===== config.mk =====
export PLATFORM = sky130hd
export DESIGN_NAME = out_reg_bank_flat
export DESIGN_NICKNAME = d
export VERILOG_FILES = /design/src/rtl/out_reg_bank_if.sv /design/src/rtl/out_reg_bank.sv /design/src/flat_wrapper.sv
export SDC_FILE = /design/constraint.sdc
export NUM_CORES = 1
export LEC_CHECK = 0
export CAP_MARGIN = 15
export CORE_MARGIN = 2
export CORE_UTILIZATION = 40
export CTS_CLUSTER_SIZE = 12
export DETAILED_ROUTE_END_ITERATION = 16
export HOLD_SLACK_MARGIN = 0.06
export PLACE_DENSITY = 0.73
export SYNTH_ARGS = -nofsm -noshare
export SYNTH_HDL_FRONTEND = slang
export SYNTH_SLANG_ARGS = --single-unit

===== constraint.sdc =====
create_clock -name clk -period 4.6 [get_ports clk]
set_clock_uncertainty 0.2 [all_clocks]
set_input_delay 0.92 -clock clk [delete_from_list [all_inputs] [get_ports clk]]
set_output_delay 0.92 -clock clk [all_outputs]
set_load 0.1 [all_outputs]

===== src/rtl/out_reg_bank_if.sv =====
// Handshake/bus bundle for out_reg_bank: fabric-side master drives data and
// controls, the register bank (slave) returns the pad-side data and status.
interface out_reg_bank_if #(
  parameter int WIDTH = 8,
  parameter int DEPTH = 2
);
  localparam int CW = $clog2(DEPTH + 1);

  logic             ce;
  logic             clr;
  logic [WIDTH-1:0] data_in;
  logic             valid_in;
  logic [WIDTH-1:0] sel;
  logic [WIDTH-1:0] data_out;
  logic             valid_out;
  logic [CW-1:0]    in_flight;
  logic             empty;

  modport master (
    output ce, clr, data_in, valid_in, sel,
    input  data_out, valid_out, in_flight, empty
  );

  modport slave (
    input  ce, clr, data_in, valid_in, sel,
    output data_out, valid_out, in_flight, empty
  );
endinterface


===== src/rtl/out_reg_bank.sv =====
// WIDTH-channel output register bank: DEPTH-stage registered path with a valid
// tag and in-flight count, plus a per-channel combinational bypass onto the pads.
module out_reg_bank #(
  parameter int               WIDTH   = 8,
  parameter int               DEPTH   = 2,
  parameter logic [WIDTH-1:0] RST_VAL = '0
) (
  input logic           clk,
  input logic           rst,
  out_reg_bank_if.slave bus
);
  localparam int CW = $clog2(DEPTH + 1);

  logic [DEPTH-1:0][WIDTH-1:0] stage;
  logic [DEPTH-1:0]            vld_pipe;
  logic [CW-1:0]               cnt;

  // Clear shares the reset path so an aborted stream leaves nothing behind.
  always_ff @(posedge clk) begin
    if (!rst || bus.clr) begin
      for (int k = 0; k < DEPTH; k++) stage[k] <= RST_VAL;
      vld_pipe <= '0;
      cnt      <= '0;
    end else if (bus.ce) begin
      stage[0]    <= bus.data_in;
      vld_pipe[0] <= bus.valid_in;
      for (int k = 1; k < DEPTH; k++) begin
        stage[k]    <= stage[k-1];
        vld_pipe[k] <= vld_pipe[k-1];
      end
      cnt <= cnt + CW'(bus.valid_in) - CW'(vld_pipe[DEPTH-1]);
    end
  end

  genvar i;
  generate
    for (i = 0; i < WIDTH; i++) begin : g_lane
      assign bus.data_out[i] = bus.sel[i] ? bus.data_in[i] : stage[DEPTH-1][i];
    end
  endgenerate

  // Valid follows the live input only when every channel is bypassed.
  assign bus.valid_out = (&bus.sel) ? bus.valid_in : vld_pipe[DEPTH-1];
  assign bus.in_flight = cnt;
  assign bus.empty     = (cnt == '0);
endmodule


===== src/flat_wrapper.sv =====
// flat-port wrapper written by rule: the top's interface ports become plain ports
module out_reg_bank_flat 
#(
  parameter int               WIDTH   = 8,
  parameter int               DEPTH   = 2,
  parameter logic [WIDTH-1:0] RST_VAL = '0
)
  (clk, rst, bus_ce, bus_clr, bus_data_in, bus_valid_in, bus_sel, bus_data_out, bus_valid_out, bus_in_flight, bus_empty);
  out_reg_bank_if #(.WIDTH(WIDTH), .DEPTH(DEPTH)) bus_i ();
  input logic clk;
  input logic rst;
  input wire logic [$bits(bus_i.ce)-1:0] bus_ce;
  input wire logic [$bits(bus_i.clr)-1:0] bus_clr;
  input wire logic [$bits(bus_i.data_in)-1:0] bus_data_in;
  input wire logic [$bits(bus_i.valid_in)-1:0] bus_valid_in;
  input wire logic [$bits(bus_i.sel)-1:0] bus_sel;
  output wire logic [$bits(bus_i.data_out)-1:0] bus_data_out;
  output wire logic [$bits(bus_i.valid_out)-1:0] bus_valid_out;
  output wire logic [$bits(bus_i.in_flight)-1:0] bus_in_flight;
  output wire logic [$bits(bus_i.empty)-1:0] bus_empty;
  assign bus_i.ce = bus_ce;
  assign bus_i.clr = bus_clr;
  assign bus_i.data_in = bus_data_in;
  assign bus_i.valid_in = bus_valid_in;
  assign bus_i.sel = bus_sel;
  assign bus_data_out = bus_i.data_out;
  assign bus_valid_out = bus_i.valid_out;
  assign bus_in_flight = bus_i.in_flight;
  assign bus_empty = bus_i.empty;
  out_reg_bank #(.WIDTH(WIDTH), .DEPTH(DEPTH), .RST_VAL(RST_VAL)) u_core (.clk(clk), .rst(rst), .bus(bus_i));
endmodule

==> results.sh <==
export IMPL_worst_setup_path_end_kind="primary output"
export IMPL_cp_start_kind="input pin"
export IMPL_hold_violations=0
export IMPL_tns_ns=0
export IMPL_r2r_end="u_core.bus.in_flight[1]"
export IMPL_postRouteAntennaNets=0
export IMPL_min_period_ns=3.35
export IMPL_worstMarginPinSlew_ns=0.974
export IMPL_cp_cell_sequence="clkdlybuf4s50_1 -> nand4_1 -> nor2_1 -> mux2_2 -> buf_4"
export IMPL_fmax_mhz=298
export IMPL_setup_viol=0
export IMPL_period_share=0.728
export IMPL_final_cell_mix="clkdlybuf4s50_1, nor2_1, dfxtp_1"
export IMPL_synth_cell_types=12
export IMPL_synth_area_mux_share=0.321
export IMPL_cts_setup_buffers=0
export IMPL_row_count=17
export IMPL_fillers=208
export IMPL_reg2reg_depth=7
export IMPL_cts_tree="done"
export IMPL_routed_wl_mm=1.63
export IMPL_synth_compound_area_frac=0.0179
export IMPL_crit_path_max_fanout=2
export IMPL_grt_max_degree=22
export IMPL_clk_pin_slew_ns=0.10
export IMPL_grt_pass1_vias=678
export IMPL_cts_buffer_depth=2
export IMPL_synth_nets=108
export IMPL_yosysWarnings=0
export IMPL_crit_required_ns=3.48
export IMPL_clock_sinks=20
export IMPL_syn_to_final_growth_pct=35.9
export IMPL_status="complete, no violations"
export IMPL_crit_end="bus_valid_out"
export IMPL_layout_nets=142
export IMPL_powerDensity_nw_per_um2=282
export IMPL_maxSlewHeadroom=0.349
export IMPL_hold_buffers=0
export IMPL_r2r_start="u_core.bus.in_flight[0]"
export IMPL_drt_iter0_drc=4
export IMPL_min_delay_path_class="flop to flop"
export IMPL_synth_simple_area_share=0.120
export IMPL_dieHeight_microns=51.6
export IMPL_dpl_hpwl_mm=1.25
export IMPL_cts_htree_levels=1
export IMPL_wire_per_inst_microns=11.2
export IMPL_synth_xor_xnor_area_share=0.00966
export IMPL_final_common_cell="clkdlybuf4s50_1"
export IMPL_cts_root_buf="clkbuf_4"
export IMPL_core_area_sq_um=2170
export IMPL_dieArea_sq_um=2660
export IMPL_first_pass_iters=4
export IMPL_drcViolationCount=0
export IMPL_crit_type="input pin to primary output"
export IMPL_ios=33
export IMPL_slew_violations=0
export IMPL_cts_made_buffers=3
export IMPL_synth_cells=85
export IMPL_globalplace_congestion=0.681
export IMPL_reg2reg_slack_ns=2.89
export IMPL_vias=688
export IMPL_seq_area_frac_synth=0.441
export IMPL_grt_usage=0.141
export IMPL_rsz0062_at_grt="no"
export IMPL_startpoint="bus_sel[7]"
export IMPL_synth_top_family_by_area="multiplexers"
export IMPL_cts_resized=0
export IMPL_overflow=0
export IMPL_initial_core_util=0.418
export IMPL_cap_violations=0
export IMPL_clk_latency_ns=0.29
export IMPL_antenna_found_initial=0
export IMPL_vias_per_cell=4.74
export IMPL_grt_pass1_wl_mm=2.82
export IMPL_synth_adder_area_share=0.0276
export IMPL_power_leakage_nw=0.545
export IMPL_die_x_microns=51.6
export IMPL_drive_gt1_frac=0.197
export IMPL_slowest_stage="clkdlybuf4s50_1"
export IMPL_postSynthRegisterBits=20
export IMPL_slowest_delay_ns=0.48
export IMPL_n_antenna_cell=0
export IMPL_post_route_util=0.568
export IMPL_numPortBuffers=32
export IMPL_syn_avg_cell_area_sq_um=10.7
export IMPL_netlist_area_sq_um=907
export IMPL_worst_ep_arrival_time_ns=2.23
export IMPL_peakVddDrop_mv=0.167
cells in the mapped netlist:
cell	count	area, sq um
nand4_1	2	12.5
mux2i_1	19	190
mux2_2	9	101
xor2_1	1	8.76
dfxtp_1	20	400
ha_1	2	25.0
nor2_1	22	82.6
nand2b_4	1	13.8
a31o_1	1	8.76
a211oi_1	1	7.51
buf_6	4	45.0
inv_1	3	11.3
per-stage QoR:
stage	hold WS (ns)	instances	area (sq um)	worst slack [ns]	power, mW
2_1_floorplan	0.256	85	907	1.41	0.244
3_3_place_gp	0.271	141	1190	1.23	0.270
3_5_place_dp	0.283	141	1190	1.23	0.272
4_1_cts	0.311	144	1220	1.23	0.352
5_1_grt	0.328	145	1230	1.21	0.362
6_report	0.301	145	1230	1.25	0.347
report_power, final:
group	switching (mW)	internal [mW]	total, mW
logic	0.0541	0.0349	0.0889
registers	0.00200	0.177	0.179
clock network	0.0493	0.0305	0.0798
total	0.105	0.242	0.347
routing by layer:
layer	routed length, microns	GRT usage	vias to the layer above
met5	0	0	-
met4	25	0.0658	0
met3	93	0.0201	4
met2	751	0.239	22
met1	755	0.174	309
li1	-	-	353
sequential cells by signal, indices dropped and copies added (netlist names):
name / flops
u_core.bus.in_flight: 2
u_core.stage: 16
u_core.vld_pipe: 2
logic make-up (layout without fill, tap and decap cells):
| logic type | Yosys count | count (layout) |
|---|---|---|
| AND/OR/NAND/NOR | 25 | 25 |
| buffers and inverters | 7 | 39 |
| XOR/XNOR | 1 | 1 |
| multiplexers | 28 | 28 |
| adder cells (fa/ha/maj) | 2 | 2 |
| AO/OA/AOI/OAI | 2 | 2 |
| flip-flops | 20 | 20 |
worst min path at each step:
stage | end | start | depth (start not counted)
finish | u_core.stage[9] | u_core.stage[1] | 2
global route | u_core.stage[9] | u_core.stage[1] | 2
CTS | u_core.stage[9] | u_core.stage[1] | 2
detailed placement | u_core.stage[9] | u_core.stage[1] | 2
global placement | u_core.stage[9] | u_core.stage[1] | 2
floorplan | u_core.stage[10] | u_core.stage[10] | 2
critical path: cells and delay by family:
family,cells,cell delay (ns)
AND/OR/NAND/NOR,2,0.25
buffers and inverters,2,0.71
multiplexers,1,0.34
cell type report:
cell class,instances,area (sq um),share of cell area
Tap cell,28,35.0,0.0284
Sequential cell,20,400,0.325
Timing Repair Buffer,33,313,0.254
Clock buffer,3,22.5,0.0183
Multi-Input combinational cell,58,450,0.365
Inverter,3,11.3,0.00914
Note: power is estimated with default switching activity, not from simulation.
